## src/rtl/key_pkg.sv

```systemverilog
// ============================================================================
// key_pkg : default key-filter timing constants and an ms-to-cycles helper
// Rev 1.0
// ============================================================================
`default_nettype none

package key_pkg;

  localparam int unsigned CLK_HZ  = 50_000_000;
  localparam int unsigned DEB_MS  = 5;
  localparam int unsigned LONG_MS = 1000;
  localparam int unsigned REP_MS  = 200;

  function automatic int unsigned ms_to_cycles(input int unsigned ms);
    return (CLK_HZ / 1000) * ms;
  endfunction

endpackage

`default_nettype wire

```

## src/rtl/key_filter_chan.sv

```systemverilog
// ============================================================================
// key_filter_chan : one active-low key: sync, debounce, press/release/long
// Optional feature macro: KEY_FILTER_LONGPRESS_EN.  Rev 1.0
// ============================================================================
`default_nettype none

module key_filter_chan
  import key_pkg::*;
#(
  parameter int unsigned DEB_CYCLES  = ms_to_cycles(DEB_MS),
  parameter int unsigned LONG_CYCLES = ms_to_cycles(LONG_MS),
  parameter int unsigned REP_CYCLES  = ms_to_cycles(REP_MS)
) (
  input  logic sclk,
  input  logic rst_n,
  input  logic key_n,
  output logic key_state,
  output logic key_press,
  output logic key_release,
  output logic key_long
);

  localparam int unsigned DEB_W = $clog2(DEB_CYCLES);
  localparam logic [DEB_W-1:0] DEB_LAST = DEB_W'(DEB_CYCLES - 1);

  // The pin is inverted ahead of the first flop so a cleared synchroniser
  // reads as "not pressed"; a key held through reset is then a fresh press.
  logic [1:0]       sync_q, sync_d;
  logic [DEB_W-1:0] deb_cnt_q, deb_cnt_d;
  logic             state_q, state_d;
  logic             press_q, press_d;
  logic             release_q, release_d;
  logic             s;

  assign s = sync_q[1];

  always_comb begin
    sync_d    = {sync_q[0], ~key_n};
    deb_cnt_d = deb_cnt_q;
    state_d   = state_q;
    press_d   = 1'b0;
    release_d = 1'b0;
    if (s == state_q) begin
      deb_cnt_d = '0;
    end else if (deb_cnt_q == DEB_LAST) begin
      state_d   = s;
      deb_cnt_d = '0;
      press_d   = s;
      release_d = ~s;
    end else begin
      deb_cnt_d = deb_cnt_q + DEB_W'(1);
    end
  end

  always_ff @(posedge sclk or negedge rst_n) begin
    if (!rst_n) begin
      sync_q    <= '0;
      deb_cnt_q <= '0;
      state_q   <= 1'b0;
      press_q   <= 1'b0;
      release_q <= 1'b0;
    end else begin
      sync_q    <= sync_d;
      deb_cnt_q <= deb_cnt_d;
      state_q   <= state_d;
      press_q   <= press_d;
      release_q <= release_d;
    end
  end

  assign key_state   = state_q;
  assign key_press   = press_q;
  assign key_release = release_q;

`ifdef KEY_FILTER_LONGPRESS_EN
  localparam int unsigned HOLD_W = $clog2(LONG_CYCLES);
  localparam int unsigned REP_W  = $clog2(REP_CYCLES);
  localparam logic [HOLD_W-1:0] HOLD_ARM  = HOLD_W'(LONG_CYCLES - 2);
  localparam logic [HOLD_W-1:0] HOLD_LAST = HOLD_W'(LONG_CYCLES - 1);
  localparam logic [REP_W-1:0]  REP_LAST  = REP_W'(REP_CYCLES - 1);

  logic [HOLD_W-1:0] hold_cnt_q, hold_cnt_d;
  logic [REP_W-1:0]  rep_cnt_q, rep_cnt_d;
  logic              rep_act_q, rep_act_d;
  logic              long_q, long_d;

  // Hold count parks at LONG_CYCLES-1 once the first pulse fires; the repeat
  // counter then paces the following pulses.  An edge that accepts a
  // release never emits key_long.
  always_comb begin
    hold_cnt_d = hold_cnt_q;
    rep_cnt_d  = rep_cnt_q;
    rep_act_d  = rep_act_q;
    long_d     = 1'b0;
    if (press_d || release_d) begin
      hold_cnt_d = '0;
      rep_cnt_d  = '0;
      rep_act_d  = 1'b0;
    end else if (state_q) begin
      if (!rep_act_q) begin
        if (hold_cnt_q == HOLD_ARM) begin
          hold_cnt_d = HOLD_LAST;
          rep_cnt_d  = '0;
          rep_act_d  = 1'b1;
          long_d     = 1'b1;
        end else begin
          hold_cnt_d = hold_cnt_q + HOLD_W'(1);
        end
      end else if (rep_cnt_q == REP_LAST) begin
        rep_cnt_d = '0;
        long_d    = 1'b1;
      end else begin
        rep_cnt_d = rep_cnt_q + REP_W'(1);
      end
    end
  end

  always_ff @(posedge sclk or negedge rst_n) begin
    if (!rst_n) begin
      hold_cnt_q <= '0;
      rep_cnt_q  <= '0;
      rep_act_q  <= 1'b0;
      long_q     <= 1'b0;
    end else begin
      hold_cnt_q <= hold_cnt_d;
      rep_cnt_q  <= rep_cnt_d;
      rep_act_q  <= rep_act_d;
      long_q     <= long_d;
    end
  end

  assign key_long = long_q;
`else
  logic unused_cfg;
  assign unused_cfg = ^{LONG_CYCLES, REP_CYCLES};
  assign key_long   = 1'b0;
`endif

endmodule

`default_nettype wire

```

## src/rtl/key_filter_array.sv

```systemverilog
// ============================================================================
// key_filter_array : N_KEYS independent key filters (press/release/long)
// Optional feature macro: KEY_FILTER_LONGPRESS_EN.  Rev 1.0
// ============================================================================
`default_nettype none

module key_filter_array
  import key_pkg::*;
#(
  parameter int unsigned N_KEYS      = 4,
  parameter int unsigned DEB_CYCLES  = ms_to_cycles(DEB_MS),
  parameter int unsigned LONG_CYCLES = ms_to_cycles(LONG_MS),
  parameter int unsigned REP_CYCLES  = ms_to_cycles(REP_MS)
) (
  input  logic              sclk,
  input  logic              rst_n,
  input  logic [N_KEYS-1:0] key_n,
  output logic [N_KEYS-1:0] key_state,
  output logic [N_KEYS-1:0] key_press,
  output logic [N_KEYS-1:0] key_release,
  output logic [N_KEYS-1:0] key_long
);

  for (genvar gi = 0; gi < N_KEYS; gi++) begin : g_chan
    key_filter_chan #(
      .DEB_CYCLES  (DEB_CYCLES),
      .LONG_CYCLES (LONG_CYCLES),
      .REP_CYCLES  (REP_CYCLES)
    ) u_chan (
      .sclk        (sclk),
      .rst_n       (rst_n),
      .key_n       (key_n[gi]),
      .key_state   (key_state[gi]),
      .key_press   (key_press[gi]),
      .key_release (key_release[gi]),
      .key_long    (key_long[gi])
    );
  end

endmodule

`default_nettype wire

```

## config.mk

```make
export PLATFORM = sky130hd
export DESIGN_NAME = key_filter_array
export DESIGN_NICKNAME = d
export VERILOG_FILES = /design/src/rtl/key_pkg.sv /design/src/rtl/key_filter_chan.sv /design/src/rtl/key_filter_array.sv
export SDC_FILE = /design/constraint.sdc
export NUM_CORES = 1
export LEC_CHECK = 0
export ABC_CLOCK_PERIOD_IN_PS = 6000
export BUFFER_PORTS_ARGS = -buffer_cell sky130_fd_sc_hd__buf_2
export CORE_MARGIN = 2
export CORE_UTILIZATION = 50
export CTS_BUF_LIST = sky130_fd_sc_hd__clkbuf_4
export DETAILED_ROUTE_END_ITERATION = 7
export HOLD_SLACK_MARGIN = 0.02
export MAX_ROUTING_LAYER = met4
export PLACE_DENSITY = 0.67
export SLEW_MARGIN = 20
export SYNTH_ARGS = -nofsm -noshare
export SYNTH_HDL_FRONTEND = slang
export SYNTH_SLANG_ARGS = --single-unit
```

## constraint.sdc

```tcl
create_clock -name sclk -period 6 [get_ports sclk]
set_clock_uncertainty 0.15 [all_clocks]
set_input_delay 0.6 -clock sclk [delete_from_list [all_inputs] [get_ports sclk]]
set_output_delay 0.6 -clock sclk [all_outputs]
set_load 0.01 [all_outputs]
```

; After elaboration in Yosys (flattened, before gate mapping)
; Index checks and enable logic that the tools add are counted.
[totals]
n_memories = 0
elab_cells = 72
ram_bits = 0
latchBits = 0
romBits = 0
in_bits = 6
ff_bits = 92
[classes]
addsub = 4
n_div = 0
n_reduce_logical = 4
n_shift = 0
eq_ne = 8
bitwise_logic = 12
mul = 0
magnitude_cmp = 0
mux = 24
[op_table]
columns = cell, count
row1 = $mux 18, 8
row2 = $add 18x1->18 const B, 4
row3 = $eq 18x18->1 const B, 4
row4 = $mux 1, 16
row5 = $not 1->1, 12
row6 = $reduce_and 2->1, 4
row7 = $eq 1x1->1, 4

; Logic depth before layout (Yosys ltp)
; Gate-level depths: netlist (run 1).
[logic_depth]
ltp_word = 3
mapped_depth = 6
ltp_nobuf = 5

; Modules after synthesis
; Synthesis (run 1) repeated with hierarchy kept, for this count alone.
[hier_totals]
hier_cells = 420
hier_area_um2 = 4369.2
[modules_own_cells]
columns = module, area_each_um2, n_inst, cells_per_inst
row1 = key_filter_chan, 1092.3, 4, 105

; Least setup slack after synthesis (run 1)
; No wires, ideal clock.
[synth_timing]
kind = register to register
start = reg g_chan[1].u_chan.deb_cnt_q[10]
end = reg g_chan[1].u_chan.state_q
arrival_time_ps = 1745
setup_slack_ps = 3980
t_required_ps = 5725
path_stages_with_launch = 5
path_cell_list = dfrtp_1 nor4_1 nand4_1 or4_4 mux2_4
[synth_via]
elab_chain_cells = 2
[synth_rtl]
columns = item, line
row1 = "start, declared", key_filter_chan.sv:29  ; logic [DEB_W-1:0] deb_cnt_q, deb_cnt_d;
row2 = "start signal, assigned", key_filter_chan.sv:64  ; deb_cnt_q <= deb_cnt_d;
row3 = $eq 18x18->1, key_filter_chan.sv:45  ; end else if (deb_cnt_q == DEB_LAST) begin
row4 = $reduce_and 2->1 (no source line), n/a
row5 = "end signal, assigned", key_filter_chan.sv:65  ; state_q <= state_d;
row6 = "end, declared", key_filter_chan.sv:30  ; logic state_q, state_d;
; Every way passes these cells.
; A chain may end at the register's enable or synchronous reset.

; Worst setup path in the final report (run 1)
[layout_timing]
start = reg g_chan[1].u_chan.deb_cnt_q[10]
end = reg g_chan[1].u_chan.deb_cnt_q[0]
[layout_via]
elab_chain_cells = 3
[layout_rtl]
columns = item, line
row1 = $eq 18x18->1, key_filter_chan.sv:45
row2 = $mux 18, key_filter_chan.sv:45
row3 = $mux 18, key_filter_chan.sv:43  ; if (s == state_q) begin
row4 = via g_chan[1].u_chan.deb_cnt_d[0], key_filter_chan.sv:29
; The timed path passes the listed nets, and every way through them passes these cells.

==> key figures, run 1 <==
Run status
  • Outcome: completed

Power and ir drop
  • Leak: 1.94 nW
  • PwrDens: 217 nW/µm²
  • Worst vdd ir: 166 µV

Final layout
  • Antenna cells: 0
  • Final instance area: 4670 µm²
  • NumNets Final: 452
  • Reg area: 2300 µm²
  • Area growth syn-to-layout: 5.27%
  • Layout cells sized above 1: 11.6%
  • Number of fill cells in the layout: 782
  • Post-Layout Cell Count: 555
  • Area of the multi-input gates: 1940 µm²

Drt
  • DRC: 0
  • Antenna Violating Nets Remaining: 0
  • Drt first-iter violations: 95
  • Drt via density: 5.49
  • DRT Pass-1 Iters: 4
  • Routed WL: 7.57 mm
  • Routed length per instance: 13.6 µm
  • Vias: 3,047

Critical path
  • Delay of the slowest cell on the worst path: 0.91 ns
  • Cell Chain, Critical Path: nor4_1 > nand4_1 > o41ai_4 > nor2_1
  • CP required: 6.13 ns
  • Worst-path maximum fanout: 17
  • R2r worst-path depth: 4
  • Cell depth of the worst setup path: 4
  • CP Capture Type: flop
  • Crit path DAT: 2.46 ns
  • Critical Path Source Type: flop
  • CP Class: flop to flop
  • Critical path's slowest cell: o41ai_4
  • Buf/Inv on CP: 0
  • Family with the most delay on the worst path: compound AO/OA/AOI/OAI gates

Timing
  • Worst-margin pin slew: 0.911 ns
  • Final Hold Vio Count: 0
  • Minimum clock period: 2.33 ns
  • Max Slew Vio Count: 0
  • Max Fclk: 0.430 GHz
  • RSZ-0062 raised after global routing: false
  • Slew HR: 39.1%
  • Finish-stage setup viols: 0
  • Setup_tns: 0 ns
  • Fin Hold WS: 0.144 ns
  • Tcrit/Tclk final: 38.8%

Min path
  • Hold path cells: 2
  • Hold Path Class: input port to flop

Run
  • Max cap viols: 0

Synthesis
  • Number of synthesized flops with an enable pin: 0
  • Syn_area_per_cell: 10.2 µm²
  • Seq/Total Area, Yosys: 51.9%
  • Mapped Area: 4440 µm²
  • Async set or reset register ratio after synthesis: 100%
  • Register bit count reported by yosys: 92
  • Ys flop type: dfrtp_1
  • Post-synthesis cell count: 434
  • Post-synthesis cell type count: 40
  • Yosys warnings: 0
  • Dominant cells by area after synthesis: dfrtp_1 (52%), xnor2_1 (7.9%), nor2_1 (5.6%), nand4_1 (3.0%), xor2_1 (3.0%)
  • Dominant cell type by area after synthesis: dfrtp_1
  • Yosys top cell area share: 51.9%

CTS
  • Cts bufs inserted: 9
  • Clock buffer depth: 2
  • Post-CTS Setup Bufs: 0
  • Clock root cell: clkbuf_4
  • Worst-Skew Late Latency: 0.44 ns
  • Reg clk slew, reported paths: 0.15 ns
  • TritonCTS clock tree: yes
  • Clock tree sinks: 92
  • H-tree level count: 3
  • Post-CTS Resized: 0

Global route
  • Vias in the first global route: 3,017
  • Global route overflow: 0
  • Pin count of the biggest net entering global routing: 70
  • GRT Overall Usage: 17.7%
  • Global-route wire length before repair: 13.7 mm
  • Initial antenna violation count: 0

Floorplan
  • Core area: 8680 µm²
  • Die outline height: 98.2 µm
  • Die Width: 98.2 µm
  • Die Area: 9650 µm²
  • # IOs: 22
  • Initial Utilization: 51.1%
  • Rows: 34

Placed design
  • Dpl cell area: 4510 µm²
  • Post-DP HPWL: 5.13 mm
  • DP Cell Count: 538
  • IO Port Bufs: 17
  • Gp weighted congestion: 0.787
[cells in the mapped netlist (3+ instances only)]
cell     count
inv_1       14
nand2_1     25
nor4_1      16
nand4_1     21
nor2b_1      3
nor3_1      12
nor2_1      66
buf_4       17
and3_1       7
a21oi_1     13
buf_2        6
o21ai_0      6
xnor2_1     40
nor3b_1      8
xor2_1      15
and4_1       4
ha_1         4
or4_1        6
o31ai_1      4
nand3_1     22
dfrtp_1     92
or3_1        5
[through the flow]
step                      util (%)  total power [mW]  setup WS [ns]
after global placement        52.0             0.688           3.71
final                         53.8              1.01           3.67
after global routing          53.8              1.06           3.48
after CTS                     53.7              1.03           3.63
after detailed placement      52.0             0.688           3.64
after floorplan                  -             0.670           3.98
[logic make-up after synthesis]
kind of cell,share of synthesized area [%]
compound gates,4.88
xor+xnor,10.9
fa+ha+maj,1.13
buf+inv,4.91
flops,51.9
mux,1.18
other cells,0.0845
simple gates,25.1
[routing by layer]
layer  vias up  track usage [%]  part of all wire, %
met5         -                -                    0
met2        39             27.8                   47
met3         9             3.94                  2.7
met1      1482             23.4                   49
met4         0             5.27                  1.3
li1       1517                -                    -
[worst paths after layout]
check | slack [ns] | from | end
worst max-delay path | 3.67 | g_chan[1].u_chan.deb_cnt_q[10]$_DFF_PN0_ | g_chan[1].u_chan.deb_cnt_q[0]$_DFF_PN0_
worst min-delay path | 0.14 | key_n[2] | g_chan[2].u_chan.sync_q[0]$_DFF_PN0_
worst max register to register | 3.67 | g_chan[1].u_chan.deb_cnt_q[10]$_DFF_PN0_ | g_chan[1].u_chan.deb_cnt_q[0]$_DFF_PN0_
worst min register to register | 0.19 | g_chan[0].u_chan.sync_q[0]$_DFF_PN0_ | g_chan[0].u_chan.sync_q[1]$_DFF_PN0_
max in group asynchronous | 4.15 | rst_n | g_chan[0].u_chan.deb_cnt_q[13]$_DFF_PN0_
min in group asynchronous | 0.41 | rst_n | g_chan[0].u_chan.deb_cnt_q[3]$_DFF_PN0_
[cells in the final DEF, fill, tap and decap left out, types with 5 or more instances in the layout]
master / n
nand4_1: 21
dfrtp_1: 92
xnor2_1: 40
inv_1: 14
xor2_1: 15
nor4_1: 16
nor3b_1: 8
o21ai_0: 6
a21oi_1: 13
nand3_1: 22
nor2_1: 66
or4_1: 6
buf_2: 16
nand2_1: 25
and3_1: 7
clkbuf_4: 10
nor3_1: 12
or3_1: 5
[registers in the layout, summed over array words and instances, names as in the netlist]
signal / flops
g_chan.u_chan.sync_q: 8
g_chan.u_chan.deb_cnt_q: 72
g_chan.u_chan.key_state: 4
g_chan.u_chan.key_release: 4
g_chan.u_chan.key_press: 4
[final cells by class]
type	count	share of cell area, %
flip-flops and latches	92	49.3
multi-input cells	306	41.5
well taps	108	2.89
repair buffers	19	2.25
clock buffers	10	1.61
clock inverters	6	1.39
inverters	14	1.12
[power breakdown]
| group | internal, mW | switching (mW) | leakage [nW] |
|---|---|---|---|
| clock network | 0.131 | 0.207 | 0.0663 |
| registers | 0.629 | 0.00878 | 1.26 |
| logic | 0.0111 | 0.0271 | 0.619 |
[repair_timing]
item	CTS	global route
hold endpoints to repair	23	0
setup endpoints to repair	0	0
hold buffers	1	0
(Power assumes the default switching activity.)
==> run 2, diff against run 1 <==
--- a/config.mk
+++ b/config.mk
@@ -5,7 +5,7 @@
 export SDC_FILE = /design/constraint.sdc
 export NUM_CORES = 1
 export LEC_CHECK = 0
-export ABC_CLOCK_PERIOD_IN_PS = 6000
+export ABC_CLOCK_PERIOD_IN_PS = 2000
 export BUFFER_PORTS_ARGS = -buffer_cell sky130_fd_sc_hd__buf_2
 export CORE_MARGIN = 2
 export CORE_UTILIZATION = 50
@@ -13,7 +13,7 @@
 export DETAILED_ROUTE_END_ITERATION = 7
 export HOLD_SLACK_MARGIN = 0.02
 export MAX_ROUTING_LAYER = met4
-export PLACE_DENSITY = 0.67
+export PLACE_DENSITY = 0.7
 export SLEW_MARGIN = 20
 export SYNTH_ARGS = -nofsm -noshare
 export SYNTH_HDL_FRONTEND = slang
==> constraint.sdc (replaced) <==
create_clock -name sclk -period 2 [get_ports sclk]
set_clock_uncertainty 0.15 [all_clocks]
set_input_delay 0.2 -clock sclk [delete_from_list [all_inputs] [get_ports sclk]]
set_output_delay 0.2 -clock sclk [all_outputs]
set_load 0.01 [all_outputs]
==> run 2 against run 1 <==
Compared with the run above:
- via count up 6.6%
- design area rose by 9.8%
- combinational power rose to 4.2 times the previous value
- worst hold slack better by 0.046 ns
- power grew to 3.0 times the previous value
- maximum frequency is 16% higher
- core utilization rose by 5.3 points
- largest cell class unchanged
==> key figures, run 2 (synthesis gave the netlist of run 1 again) <==
Floorplan
  • Rows: 34
  • Initial Utilization: 51.1%
  • Die Area: 9650 µm²
  • Die Width: 98.2 µm
  • Die outline height: 98.2 µm
  • # IOs: 22
  • Core area: 8680 µm²

Timing
  • Minimum clock period: 2.00 ns
  • Max Fclk: 0.500 GHz
  • RSZ-0062 raised after global routing: true
  • Worst Slack Setup Final: 0.00126 ns
  • Final Hold Vio Count: 0
  • Max Slew Vio Count: 0
  • Tcrit/Tclk final: 99.9%
  • Finish-stage setup viols: 0

CTS
  • Clock tree sinks: 92
  • Clock buffer depth: 2
  • H-tree level count: 3
  • TritonCTS clock tree: yes
  • Clock root cell: clkbuf_4
  • Reg clk slew, reported paths: 0.14 ns
  • Cts bufs inserted: 9
  • Worst-Skew Late Latency: 0.44 ns

Global route
  • Vias in the first global route: 3,149
  • Global-route wire length before repair: 14.2 mm
  • Pin count of the biggest net entering global routing: 93
  • Global route overflow: 0
  • Initial antenna violation count: 0
  • GRT Overall Usage: 18.5%

Critical path
  • CP Class: flop to flop
  • Critical Path Source Type: flop
  • Worst-path maximum fanout: 4
  • Critical path's slowest cell: or4_4
  • Delay of the slowest cell on the worst path: 0.58 ns
  • CP Capture Type: flop
  • CP required: 2.17 ns
  • Cell Chain, Critical Path: nor4_2 > nand4_1 > or4_4 > mux2_4
  • Crit path DAT: 2.17 ns

Power and ir drop
  • Worst vdd ir: 396 µV
  • PwrDens: 585 nW/µm²
  • Leak: 2.16 nW

Final layout
  • Number of fill cells in the layout: 752
  • Most common cell after layout, fill and taps aside: dfrtp_1
  • Commonest non-fill, non-tap cells in the layout: dfrtp_1 (89), nor2_1 (57), xnor2_1 (40), buf_4 (39), nand2_1 (25)
  • Area of the multi-input gates: 2030 µm²
  • Largest register FFs: 72
  • Layout cells sized above 1: 23.5%
  • Area growth syn-to-layout: 15.6%
  • Top Registers: g_chan.u_chan.deb_cnt_q (72), g_chan.u_chan.sync_q (8)
  • Reg area: 2310 µm²
  • NumNets Final: 498
  • Post-Layout Cell Count: 601
  • Antenna cells: 0
  • Largest Register: g_chan.u_chan.deb_cnt_q
  • Utilization after layout: 59.1%

Placed design
  • DP Worst Slack: -0.00714 ns
  • Gp weighted congestion: 0.881
  • IO Port Bufs: 17
  • DP Cell Count: 573
  • Post-DP HPWL: 5.50 mm

Drt
  • DRT Pass-1 Iters: 4
  • Antenna Violating Nets Remaining: 0
  • DRC: 0
  • Routed WL: 8.26 mm
  • Drt first-iter violations: 128
  • Drt via density: 5.40
  • Vias: 3,248
  • Routed length per instance: 13.7 µm

Run
  • Max cap viols: 0

Min path
  • Hold Path Class: input port to async pin

Run status
  • Outcome: completed
==> run 2: cell types whose count changed in the layout (fill, tap and decap cells not counted), sizes merged <==
cell / delta
buf: +42
bufinv: -1
clkinvlp: -2
dlygate4sd3: +4
inv: +3
==> run 2: worst max-delay path, delay by kind of cell (launching register included) <==
kind	cells	cell delay (ns)
DFF	1	0.42
muxes	1	0.31
and+or+nand+nor	3	1.03
==> run 2: path summary, 6_finish.rpt <==
path / to / cells after the start / start / slack, ns
setup / recovery: g_chan[0].u_chan.key_state$_DFFE_PN0P_ / 4 / g_chan[0].u_chan.deb_cnt_q[10]$_DFF_PN0_ / 0.001
hold / removal: g_chan[0].u_chan.deb_cnt_q[10]$_DFF_PN0_ / 3 / rst_n / 0.19
setup reg to reg: g_chan[0].u_chan.key_state$_DFFE_PN0P_ / 4 / g_chan[0].u_chan.deb_cnt_q[10]$_DFF_PN0_ / 0.001
hold reg to reg: g_chan[1].u_chan.sync_q[1]$_DFF_PN0_ / 0 / g_chan[1].u_chan.sync_q[0]$_DFF_PN0_ / 0.22
max in group asynchronous: g_chan[1].u_chan.deb_cnt_q[6]$_DFF_PN0_ / 3 / rst_n / 1.14
min in group sclk: g_chan[1].u_chan.sync_q[1]$_DFF_PN0_ / 0 / g_chan[1].u_chan.sync_q[0]$_DFF_PN0_ / 0.22
==> run 2: layout make-up <==
cell class                 instances  area share (%)
clock buffer                      10            1.46
tap                              108            2.63
timing repair buffer              65            9.39
sequential                        92            44.9
inverter                          14            1.02
clock inverter                     6           0.902
multi-input combinational        306            39.6
==> run 2: through the flow <==
stage / hold slack (ns) / power [mW] / cell area (µm²) / setup TNS (ns)
floorplan: -0.246 / 2.01 / 4450 / -0.00298
global placement: 0.129 / 2.08 / 4790 / 0
detailed placement: 0.130 / 2.08 / 4790 / -0.00714
CTS: 0.188 / 3.03 / 4970 / -0.0182
global route: 0.180 / 3.16 / 5130 / -1.04
finish: 0.190 / 3.00 / 5130 / 0
==> run 2: timing repair <==
action / in CTS / in global routing
cloned: 0 / 2
resized for setup: 2 / 32
hold buffers: 5 / 0
pin swaps: 1 / 18
setup buffers: 0 / 5
hold endpoints to repair: 96 / 0
setup endpoints to repair: 2 / 43
==> run 2: layer usage <==
metal	wire length (µm)	share of wire, %	vias to the layer above	track usage, %
met5	0	0	-	-
met4	70	0.85	0	4.74
met3	240	2.9	7	5.01
met2	3940	48	49	28.5
met1	4010	49	1584	24.5
li1	-	-	1608	-
==> run 2: where the power goes <==
group          total [mW]  internal, mW  switching [mW]
clock network       0.927         0.282           0.645
registers            1.91          1.89          0.0268
logic               0.160        0.0639          0.0959
total                3.00          2.23           0.768
==> run 3, diff against run 2 <==
--- a/config.mk
+++ b/config.mk
@@ -14,6 +14,7 @@
 export HOLD_SLACK_MARGIN = 0.02
 export MAX_ROUTING_LAYER = met4
 export PLACE_DENSITY = 0.7
+export RECOVER_POWER = 25
 export SLEW_MARGIN = 20
 export SYNTH_ARGS = -nofsm -noshare
 export SYNTH_HDL_FRONTEND = slang
==> run 3 against run 2 <==
Compared with the run above:
- sequential power about the same
- critical path depth unchanged
- clock power about the same
- combinational power down 3%
- wire length about the same
- maximum frequency about the same
- critical endpoint unchanged
- highest routed layer unchanged
==> key figures, run 3 (synthesis gave the netlist of run 1 again) <==
Run status
  • Outcome: completed

Critical path
  • Worst-path maximum fanout: 4
  • Critical path's slowest cell: or4_4
  • CP Class: flop to flop
  • End of the critical path: g_chan[0].u_chan.key_state$_DFFE_PN0P_
  • R2r worst-path depth: 4
  • Cell depth of the worst setup path: 4
  • Cell Chain, Critical Path: nor4_2 > nand4_1 > or4_4 > mux2_4
  • Worst setup path startpoint: g_chan[0].u_chan.deb_cnt_q[10]$_DFF_PN0_
  • Reg2reg setup slack: 0.0008 ns
  • Crit path DAT: 2.17 ns
  • Reg-to-Reg Start: g_chan[0].u_chan.deb_cnt_q[10]$_DFF_PN0_
  • Delay of the slowest cell on the worst path: 0.58 ns
  • CP Capture Type: flop
  • Family with the most delay on the worst path: simple AND/OR/NAND/NOR gates
  • CP required: 2.17 ns
  • Critical Path Source Type: flop
  • Buf/Inv on CP: 0
  • R2R Path End: g_chan[0].u_chan.key_state$_DFFE_PN0P_

Placed design
  • Gp weighted congestion: 0.881
  • Post-DP HPWL: 5.50 mm
  • Dpl cell area: 4790 µm²
  • DP Cell Count: 573
  • IO Port Bufs: 17

Drt
  • Antenna Violating Nets Remaining: 0
  • DRT Pass-1 Iters: 4
  • Vias: 3,248
  • Routed length per instance: 13.7 µm
  • Routed WL: 8.25 mm
  • DRC: 0
  • Drt first-iter violations: 128
  • Drt via density: 5.40

Floorplan
  • # IOs: 22
  • Rows: 34
  • Die outline height: 98.2 µm
  • Die Width: 98.2 µm
  • Core area: 8680 µm²
  • Initial Utilization: 51.1%
  • Die Area: 9650 µm²

Global route
  • Global-route wire length before repair: 14.2 mm
  • Pin count of the biggest net entering global routing: 93
  • Initial antenna violation count: 0
  • Global route overflow: 0
  • GRT Overall Usage: 18.5%
  • Vias in the first global route: 3,149

Min path
  • Hold Path Class: flop to flop

Timing
  • Minimum clock period: 2.00 ns
  • Worst-margin pin slew: 1.21 ns
  • Max Slew Vio Count: 0
  • Tcrit/Tclk final: 100%
  • Final Hold Vio Count: 0
  • Fin Hold WS: 0.217 ns
  • Max Fclk: 0.500 GHz
  • Finish-stage setup viols: 0
  • RSZ-0062 raised after global routing: true
  • Slew HR: 19.5%

Final layout
  • NumNets Final: 498
  • Most common cell after layout, fill and taps aside: dfrtp_1
  • Area growth syn-to-layout: 15.3%
  • Largest Register: g_chan.u_chan.deb_cnt_q
  • Antenna cells: 0
  • Post-Layout Cell Count: 601
  • Final instance area: 5120 µm²
  • Number of fill cells in the layout: 753
  • Commonest non-fill, non-tap cells in the layout: dfrtp_1 (89), nor2_1 (57), xnor2_1 (40), buf_4 (38), nand2_1 (25)
  • Reg area: 2310 µm²
  • Area of the multi-input gates: 2030 µm²
  • Layout cells sized above 1: 23.5%
  • Top Registers: g_chan.u_chan.deb_cnt_q (72), g_chan.u_chan.sync_q (8)
  • Largest register FFs: 72

Power and ir drop
  • Leak: 2.16 nW
  • Worst vdd ir: 396 µV
  • PwrDens: 586 nW/µm²

CTS
  • Clock tree sinks: 92
  • H-tree level count: 3
  • Clock root cell: clkbuf_4
  • Cts bufs inserted: 9
  • Clock buffer depth: 2
  • Worst-Skew Late Latency: 0.44 ns
  • Reg clk slew, reported paths: 0.14 ns
  • TritonCTS clock tree: yes

Run
  • Max cap viols: 0
[run 3: area by class of cell]
type / count / share of cell area [%]
Inverter: 14 / 1.03
Clock inverter: 6 / 0.904
Tap cell: 108 / 2.64
Sequential cell: 92 / 45.1
Timing Repair Buffer: 65 / 9.17
Clock buffer: 10 / 1.47
Multi-Input combinational cell: 306 / 39.7
[run 3: worst min-delay path by stage]
stage | startpoint | end | slack (ns) | cells past startpoint
floorplan | rst_n | g_chan[0].u_chan.deb_cnt_q[0]$_DFF_PN0_ | -0.25 | 0
global placement | rst_n | g_chan[0].u_chan.deb_cnt_q[12]$_DFF_PN0_ | 0.13 | 2
detailed placement | rst_n | g_chan[0].u_chan.deb_cnt_q[12]$_DFF_PN0_ | 0.13 | 2
CTS | rst_n | g_chan[3].u_chan.key_press$_DFF_PN0_ | 0.19 | 3
global route | key_n[3] | g_chan[3].u_chan.sync_q[0]$_DFF_PN0_ | 0.22 | 3
finish | g_chan[1].u_chan.sync_q[0]$_DFF_PN0_ | g_chan[1].u_chan.sync_q[1]$_DFF_PN0_ | 0.22 | 0
[run 3: through the flow]
step / total power [mW] / worst slack (ns) / TNS, ns / utilization, %
6_report: 3.00 / 0.000809 / 0 / 59.0
5_1_grt: 3.15 / -0.0959 / -1.04 / 59.0
4_1_cts: 3.03 / -0.0182 / -0.0182 / 57.3
3_5_place_dp: 2.08 / -0.00714 / -0.00714 / 55.2
3_3_place_gp: 2.08 / 0.0206 / 0 / 55.2
2_1_floorplan: 2.01 / -0.00298 / -0.00298 / -
[run 3: worst register-to-register path: cells and delay by family, from the launching register on]
kind | cells | cell delay [ns]
AND/OR/NAND/NOR | 3 | 1.03
multiplexers | 1 | 0.31
flip-flops | 1 | 0.42
[run 3: layer usage]
metal	vias to the layer above	part of all wire [%]	track usage, %	wire length (µm)
met2	51	48	28.5	3930
met1	1581	48	24.5	4000
met5	-	0	-	0
met4	0	0.85	4.74	70
li1	1609	-	-	-
met3	7	3.0	5.01	249
[run 3: power breakdown]
group / total (mW) / switching [mW] / leakage [nW] / internal [mW]
registers: 1.91 / 0.0268 / 1.25 / 1.89
clock network: 0.927 / 0.645 / 0.0654 / 0.282
logic: 0.156 / 0.0952 / 0.840 / 0.0607
total: 3.00 / 0.767 / 2.16 / 2.23
[run 3: timing repair]
item,CTS,global route
setup buffers,0,5
pin swaps,1,18
hold buffers,5,0
cloned,0,2
setup endpoints to repair,2,43
gates resized for setup,2,32
endpoints found under the hold margin,96,0
